--- src/rtl/fetch_pkg.sv ---
// Shared constants and state type for the instruction fetch unit.
package fetch_pkg;
  localparam int unsigned PC_W       = 16;
  localparam int unsigned INSTR_W    = 32;
  localparam int unsigned IMEM_BYTES = 128;
  localparam logic [15:0] RESET_PC   = 16'h0000;
  localparam logic [31:0] NOP_WORD   = 32'h0000_0013;

  typedef enum logic [1:0] {
    BOOT   = 2'd0,
    RUN    = 2'd1,
    HALTED = 2'd2
  } fetch_state_e;
endpackage

--- src/rtl/fetch_pc_reg.sv ---
// Program counter register with redirect/advance/hold next-pc selection and
// a sticky flag for misaligned redirect targets.
module fetch_pc_reg #(
  parameter int unsigned     PC_W     = fetch_pkg::PC_W,
  parameter logic [PC_W-1:0] RESET_PC = PC_W'(fetch_pkg::RESET_PC)
) (
  input  logic            clk,
  input  logic            rst,
  input  logic            redirect_i,
  input  logic [PC_W-1:0] redirect_pc_i,
  input  logic            advance_i,
  output logic [PC_W-1:0] pc_o,
  output logic            misalign_o
);
  logic [PC_W-1:0] pc_q, pc_d;
  logic            misalign_q, misalign_d;

  always_comb begin
    pc_d       = pc_q;
    misalign_d = misalign_q;
    if (redirect_i) begin
      pc_d = {redirect_pc_i[PC_W-1:2], 2'b00};
      if (redirect_pc_i[1:0] != 2'b00) misalign_d = 1'b1;
    end else if (advance_i) begin
      pc_d = pc_q + PC_W'(4);
    end
  end

  always_ff @(posedge clk) begin
    if (rst) begin
      pc_q       <= RESET_PC;
      misalign_q <= 1'b0;
    end else begin
      pc_q       <= pc_d;
      misalign_q <= misalign_d;
    end
  end

  assign pc_o       = pc_q;
  assign misalign_o = misalign_q;
endmodule

--- src/rtl/instr_fetch.sv ---
// Fetch front end: drives the combinational ROM, captures one word per cycle
// into a valid/ready output register. Optional counters: FETCH_PERF_EN.
module instr_fetch #(
  parameter int unsigned     PC_W       = fetch_pkg::PC_W,
  parameter logic [PC_W-1:0] RESET_PC   = PC_W'(fetch_pkg::RESET_PC),
  parameter int unsigned     IMEM_BYTES = fetch_pkg::IMEM_BYTES,
  parameter logic [31:0]     NOP_WORD   = fetch_pkg::NOP_WORD
) (
  input  logic            clk,
  input  logic            rst,
  output logic [PC_W-1:0] im_pc,
  input  logic [31:0]     im_instr,
  output logic            out_valid,
  input  logic            out_ready,
  output logic [31:0]     out_instr,
  output logic [PC_W-1:0] out_pc,
  input  logic            redirect_valid,
  input  logic [PC_W-1:0] redirect_pc,
  input  logic            halt,
  output logic            err_misalign,
`ifdef FETCH_PERF_EN
  output logic [31:0]     perf_fetched,
  output logic [15:0]     perf_redirects,
  output logic            err_oob
`else
  output logic            err_oob
`endif
);
  import fetch_pkg::*;

  fetch_state_e        state_q, state_d;
  logic                out_valid_q, out_valid_d;
  logic [INSTR_W-1:0]  out_instr_q, out_instr_d;
  logic [PC_W-1:0]     out_pc_q, out_pc_d;
  logic                err_oob_q, err_oob_d;
  logic [PC_W-1:0]     pc;
  logic                redirect_en, capture, oob;

  // Redirects are ignored only during the post-reset boot cycle; halt freezes
  // capture immediately, not one cycle later when the state catches up.
  assign redirect_en = redirect_valid && (state_q != BOOT);
  assign capture     = (state_q == RUN) && !halt && !redirect_en &&
                       (!out_valid_q || out_ready);
  assign oob         = 32'(pc) >= IMEM_BYTES;

  fetch_pc_reg #(
    .PC_W     (PC_W),
    .RESET_PC (RESET_PC)
  ) u_pc_reg (
    .clk           (clk),
    .rst           (rst),
    .redirect_i    (redirect_en),
    .redirect_pc_i (redirect_pc),
    .advance_i     (capture),
    .pc_o          (pc),
    .misalign_o    (err_misalign)
  );

  always_comb begin
    state_d = state_q;
    case (state_q)
      BOOT:    state_d = RUN;
      RUN:     if (halt) state_d = HALTED;
      HALTED:  if (!halt) state_d = RUN;
      default: state_d = BOOT;
    endcase
  end

  always_comb begin
    out_valid_d = out_valid_q;
    out_instr_d = out_instr_q;
    out_pc_d    = out_pc_q;
    err_oob_d   = err_oob_q;
    if (redirect_en) begin
      out_valid_d = 1'b0;
    end else if (capture) begin
      out_valid_d = 1'b1;
      out_instr_d = oob ? NOP_WORD : im_instr;
      out_pc_d    = pc;
      if (oob) err_oob_d = 1'b1;
    end else if (out_valid_q && out_ready) begin
      out_valid_d = 1'b0;
    end
  end

  always_ff @(posedge clk) begin
    if (rst) begin
      state_q     <= BOOT;
      out_valid_q <= 1'b0;
      out_instr_q <= NOP_WORD;
      out_pc_q    <= RESET_PC;
      err_oob_q   <= 1'b0;
    end else begin
      state_q     <= state_d;
      out_valid_q <= out_valid_d;
      out_instr_q <= out_instr_d;
      out_pc_q    <= out_pc_d;
      err_oob_q   <= err_oob_d;
    end
  end

`ifdef FETCH_PERF_EN
  logic [31:0] perf_fetched_q;
  logic [15:0] perf_redirects_q;

  always_ff @(posedge clk) begin
    if (rst) begin
      perf_fetched_q   <= '0;
      perf_redirects_q <= '0;
    end else begin
      if (capture)     perf_fetched_q   <= perf_fetched_q + 32'd1;
      if (redirect_en) perf_redirects_q <= perf_redirects_q + 16'd1;
    end
  end

  assign perf_fetched   = perf_fetched_q;
  assign perf_redirects = perf_redirects_q;
`else
`endif

  assign im_pc     = pc;
  assign out_valid = out_valid_q;
  assign out_instr = out_instr_q;
  assign out_pc    = out_pc_q;
  assign err_oob   = err_oob_q;
endmodule

--- config.mk ---
export PLATFORM = sky130hd
export DESIGN_NAME = instr_fetch
export DESIGN_NICKNAME = d
export VERILOG_FILES = /design/src/rtl/fetch_pkg.sv /design/src/rtl/fetch_pc_reg.sv /design/src/rtl/instr_fetch.sv
export SDC_FILE = /design/constraint.sdc
export NUM_CORES = 1
export LEC_CHECK = 0
export CAP_MARGIN = 30
export CELL_PAD_IN_SITES_DETAIL_PLACEMENT = 2
export CELL_PAD_IN_SITES_GLOBAL_PLACEMENT = 2
export CORE_UTILIZATION = 21
export DETAILED_ROUTE_END_ITERATION = 8
export PLACE_DENSITY = 0.8
export REMOVE_ABC_BUFFERS = 1
export SLEW_MARGIN = 20
export SYNTH_ARGS = -nofsm -noshare
export SYNTH_HDL_FRONTEND = slang
export SYNTH_SLANG_ARGS = --single-unit
--- constraint.sdc ---
create_clock -name clk -period 1.73 [get_ports clk]
set_clock_uncertainty 0.15 [all_clocks]
set_input_delay 0.173 -clock clk [delete_from_list [all_inputs] [get_ports clk]]
set_output_delay 0.173 -clock clk [all_outputs]
set_load 0.01 [all_outputs]
### Word-level counts from Yosys, hierarchy flattened

Index checks and enable logic that the tools add are counted.

* register bits: 69
* bits in latches: 0
* memory bits (writable): 0
* memory bits (read-only): 0
* word-level logic and storage cells: 42
* memories: 0

* add/subtract/negate cells: 1
* $mul: 0
* divide/modulo/power cells: 0
* order comparisons: 1
* eq/ne operators: 4
* shifts and indexed selects: 0
* mux-type cells: 8
* bitwise gates (word level): 1
* reduce and logical (&&, ||, !) cells: 19

Operators by type and width (count)
* $mux W16: 2
* $mux W32: 1
* $add A16 B3 Y16 const B: 1
* $ge A16 B8 Y1 const B: 1
* $reduce_bool A2 Y1: 4
* $pmux W2 S3: 1
* $reduce_and A2 Y1: 3
* $logic_and A1 B1 Y1: 5
* $mux W2: 2
* $ne A2 B2 Y1 const B: 2
* $logic_not A1 Y1: 3
* $reduce_and A3 Y1: 1
* $eq A2 B1 Y1 const B: 1
* $eq A2 B2 Y1 const B: 1
* $logic_not A2 Y1: 1
* $mux W1: 2
* $reduce_or A2 Y1: 1
* $logic_or A1 B1 Y1: 1
* $not A1 Y1: 1

### Depth between registers and ports, before layout

* depth after elaboration: 7
* gate-level depth with buffers: 7
* depth with buffers taken out: 4

### By module

Synthesis repeated with hierarchy kept, for this count alone.

* cell total of the unflattened synthesis: 345
* area total of the unflattened synthesis: 2987.9 um^2

By module, submodules not included
* instr_fetch: times used 1, cells each 243, area an instance 2148.3 um^2, seq. area each 1041.0 um^2
* fetch_pc_reg: times used 1, cells each 102, area an instance 839.6 um^2, seq. area each 300.3 um^2

### Worst setup path after synthesis

Ideal clock, no wire load.

* path kind: flip-flop to flip-flop
* start point: register state_q[1]
* end point: register out_instr_q[15] (netlist: out_instr[15])
* arrival: 1.651 ns
* data required time: 1.463 ns
* slack: -0.188 ns
* cell stages (with the launch flop): 8
* path buffers: 3
* period minus slack after synthesis: 1.918 ns
* cells stage by stage: dfxtp_1 buf_6 or4b_4 nor2_8 nor2_2 buf_6 buf_6 a22o_1

* word-level cells in the longest chain between the ends: 6

Ends and longest elaborated chain
* from (decl): RTL line instr_fetch.sv:31 `fetch_state_e state_q, state_d;`
* from (signal assigned): RTL line instr_fetch.sv:94 `state_q <= state_d;`
* $reduce_bool A2 Y1: RTL line instr_fetch.sv:41 `assign redirect_en = redirect_valid && (state_q != BOOT);`
* $logic_and A1 B1 Y1: RTL line instr_fetch.sv:41
* $logic_not A1 Y1: RTL line instr_fetch.sv:42 `assign capture = (state_q == RUN) && !halt && !redirect_en &&`
* $logic_and A1 B1 Y1 (2 in series): RTL line instr_fetch.sv:42
* $reduce_and A2 Y1 (no source line) *
* to (signal assigned): RTL line instr_fetch.sv:96 `out_instr_q <= out_instr_d;`
* to (decl): RTL line instr_fetch.sv:33 `logic [INSTR_W-1:0] out_instr_q, out_instr_d;`

Mark *: on every way between the ends. The rest lies on a longest branch, timed or not.
A chain may end at the register's enable or synchronous reset.

### Final worst setup path

* start point: register state_q[1]
* end point: register u_pc_reg.pc_q[7] (netlist: u_pc_reg.pc_o[7])

* word-level cells in the longest chain between the ends: 6

Ends and longest elaborated chain
* $reduce_bool A2 Y1: RTL line instr_fetch.sv:41
* $logic_and A1 B1 Y1: RTL line instr_fetch.sv:41
* $logic_not A1 Y1: RTL line instr_fetch.sv:42
* $logic_and A1 B1 Y1 (2 in series): RTL line instr_fetch.sv:42
* $reduce_bool A2 Y1 (no source line)
* to (signal assigned): RTL line fetch_pc_reg.sv:34 `pc_q <= pc_d;`
* to (decl): RTL line fetch_pc_reg.sv:15 `logic [PC_W-1:0] pc_q, pc_d;`

Several ways; a longest one is shown, not always the timed one.

==> run_results.csv <==
group,metric,value,unit
outcome,outcome,"finished with violations",
outcome,violations,"negative setup slack",
sta,period_needed,1.93,ns
sta,period_share,112,%
setup_path,r2r-start,"state_q[1]$_SDFFE_PP0P_",
global_route,overflow,0,
synth,syn_area,0.00263,mm²
power,ir_drop,0.381,mV
setup_path,worstReg2RegEnd,"u_pc_reg.pc_o[7]$_SDFFE_PP0P_",
sta,max_freq,517,MHz
clock_tree,root_buffer,"clkbuf_16",
place,place_congestion,0.758,
clock_tree,cts.sinks,65,
synth,synth_area_leaders,"dfxtp_1 (49%), a22o_1 (9.7%), nand2_1 (5.0%)",
power,power_frac_clock,46.4,%
power,intPower,3.23,mW
clock_tree,holdBufCountCts,0,
sta,drv_slew,0,
synth,ys_warn_count,0,
global_route,grt_pass1_wl,16900,µm
cells_and_area,mostFrequentLayoutCells,"clkdlybuf4s50_1 (104), dfxtp_1 (55), buf_4 (49)",
cells_and_area,instances_no_fill,621,
setup_path,cp_top_family,"simple AND/OR/NAND/NOR gates",
synth,ys_seq_elements,65,
synth,synth_edf_count,0,
synth,yosys.area.top_type,"dfxtp_1",
cells_and_area,num-fill-cells,1267,
setup_path,ff2ff_path_depth,5,
global_route,grt_use_total,17.3,%
floorplan,top_level_ports,120,
hold_path,whs_endpoint,"out_instr[25]$_SDFFE_PP0P_",
global_route,grt_max_degree,30,
floorplan,die_h,114,µm
clock_tree,cts_tree,"built",
setup_path,r2r_slack,-0.20,ns
setup_path,slowest_stage,"or4b_4",
power,switchingPower,1.14,mW
power,seq_power_share,36.6,%
synth,yosysUniqueCellTypes,51,
setup_path,worstPathRequired,1.82,ns
cells_and_area,layout_commonest_cell,"clkdlybuf4s50_1",
power,power_density,839,mW/mm²
floorplan,num_rows,40,
cells_and_area,syn2layout_area_growth,98.1,%
floorplan,die_area,0.0130,mm²
power,p_leak,2.11,nW
setup_path,worstSetupPathType,"flip-flop to flip-flop",
global_route,grt_pass1_vias,3055,
place,numPortBuffers,115,
synth,synth_top_area_share,49.5,%
hold_path,hp-class,"input pin to flip-flop",
route,dr.pass1.iters,4,
power,swShare,26.2,%
setup_path,path_cells,"or4b_4 -> buf_6 -> nor4_4 -> xnor2_1 -> a211oi_2",
sta,rsz0062_at_grt,"yes",
synth,synth_seq_area_share,49.5,%
clock_tree,clockBufferDepth,2,
clock_tree,cts_buffers,9,
sta,postLayoutSetupSlackWorst,-0.205,ns
setup_path,cp.arrival,2.02,ns
synth,synthArstFlopShare,0,%
sta,holdWs,0.273,ns
hold_path,whs_path_depth,2,
floorplan,start_util,21.7,%
setup_path,cp_slowest_stage_delay,0.55,ns
synth,syn_inst,271,
setup_path,start_kind,"flip-flop",
synth,syn_area_per_cell,9.70,µm²
clock_tree,h-tree-depth,3,
hold_path,worstHoldStart,"im_instr[25]",
setup_path,path_max_fanout,3,
cells_and_area,nNetsFinal,503,
power,power.total,4.37,mW
clock_tree,clk_pin_slew_worst_paths,0.07,ns
route,wl,13100,µm
global_route,antenna_found_initial,0,
clock_tree,insertion_delay,0.34,ns
sta,finalHoldViolCount,0,
route,drc,0,
job,maxCapViolations,0,
floorplan,core-area,0.0121,mm²
floorplan,die_w,114,µm
setup_path,critPathBufInv,1,
route,avgRoutedWirePerCell,21.1,µm
route,vias_per_cell,4.75,
cells_and_area,post_route_cells_drive_above_1_share,32.5,%
power,comb_power_share,17.0,%
route,drtAntennaViolNets,0,
route,num_vias,2948,
synth,synth_ff_type,"dfxtp_1",
setup_path,end_kind,"flip-flop",
place,dp_hpwl,7920,µm
cells_and_area,antenna_cells,0,
place,dp_cells,581,
route,drtIter0Drc,80,
sta,setup_violations,55,
per-stage QoR:
| step | util, % | setup TNS [ns] | setup slack (ns) | area, µm² |
|---|---|---|---|---|
| floorplan | - | -20.22 | -0.660 | 2510 |
| global placement | 34.9 | -29.86 | -0.577 | 4230 |
| detailed placement | 35.0 | -27.15 | -0.549 | 4240 |
| CTS | 38.7 | -3.88 | -0.154 | 4690 |
| global route | 43.0 | -8.08 | -0.293 | 5210 |
| finish | 43.0 | -5.65 | -0.205 | 5210 |
Yosys cell counts, types with 3 or more instances:
master and instances:
a22o_1 29, buf_2 6, buf_6 3, or3_1 3, a31oi_1 3, a21oi_1 21, o32a_1 3, inv_1 4
nand3_1 7, dfxtp_1 65, buf_4 5, nor2_1 15, and2_1 3, xnor2_1 3, o31ai_1 3, and4_1 3
clkbuf_1 7, nand2_1 35, o21ai_0 4, a311oi_1 5, nor3b_1 3, or4_1 6
registers in the layout (all words and copies together) (netlist names):
name,cells
err_oob,1
out_pc,14
out_instr,32
out_valid,1
u_pc_reg.misalign_o,1
state_q,2
u_pc_reg.pc_o,14
area by class of cell:
type	count	area, µm²	area share, %
clock inverter	6	90.1	1.73
sequential	65	1320	25.4
inverter	4	15.0	0.288
tap	168	210	4.03
timing repair buffer	186	1900	36.4
multi-input combinational	182	1450	27.8
clock buffer	10	229	4.39
power by group through the flow:
stage	Sequential, mW	Clock, mW	Combinational, mW
3_5_place_dp	1.62	0	0.585
3_3_place_gp	1.62	0	0.564
6_report	1.60	2.03	0.744
5_1_grt	1.60	2.12	0.787
4_1_cts	1.59	2.01	0.620
2_1_floorplan	1.66	0	0.147
metal layers:
metal  vias to the layer above  wire, µm  track usage (%)
met5                         -         0                0
met3                        29       354             3.13
met4                         0       380             6.15
li1                       1363         -                -
met2                        75      7120             32.8
met1                      1481      5240             19.2
worst max path at each step:
| stage | startpoint | end | slack, ns | depth (start not counted) |
|---|---|---|---|---|
| floorplan | state_q[1]$_SDFFE_PP0P_ | out_instr[10]$_SDFFE_PP0P_ | -0.66 | 4 |
| CTS | state_q[1]$_SDFFE_PP0P_ | u_pc_reg.pc_o[7]$_SDFFE_PP0P_ | -0.15 | 5 |
| finish | state_q[1]$_SDFFE_PP0P_ | u_pc_reg.pc_o[7]$_SDFFE_PP0P_ | -0.20 | 5 |
| global route | state_q[1]$_SDFFE_PP0P_ | u_pc_reg.pc_o[7]$_SDFFE_PP0P_ | -0.29 | 5 |
| global placement | redirect_valid | out_instr[24]$_SDFFE_PP0P_ | -0.58 | 5 |
| detailed placement | redirect_valid | u_pc_reg.pc_o[6]$_SDFFE_PP0P_ | -0.55 | 6 |
timing repair:
item                                   CTS  global route
endpoints found under the hold margin    0             0
gates resized for setup                 27            71
setup buffers                            7            11
pin swaps                               14            60
gates cloned                             0             8
setup endpoints to repair               65            66
cell families (layout without fill, tap and decap cells):
logic type | after synthesis | count (layout) | synth area share [%]
AND/OR/NAND/NOR | 90 | 90 | 19.0
AO/OA/AOI/OAI | 81 | 81 | 23.0
flip-flops | 65 | 65 | 49.5
buffers and inverters | 27 | 206 | 5.71
adder cells (fa/ha/maj) | 3 | 3 | 1.33
XOR/XNOR | 3 | 3 | 0.999
other | 1 | 4 | 0.143
multiplexers | 1 | 1 | 0.381
(Power assumes the default switching activity.)
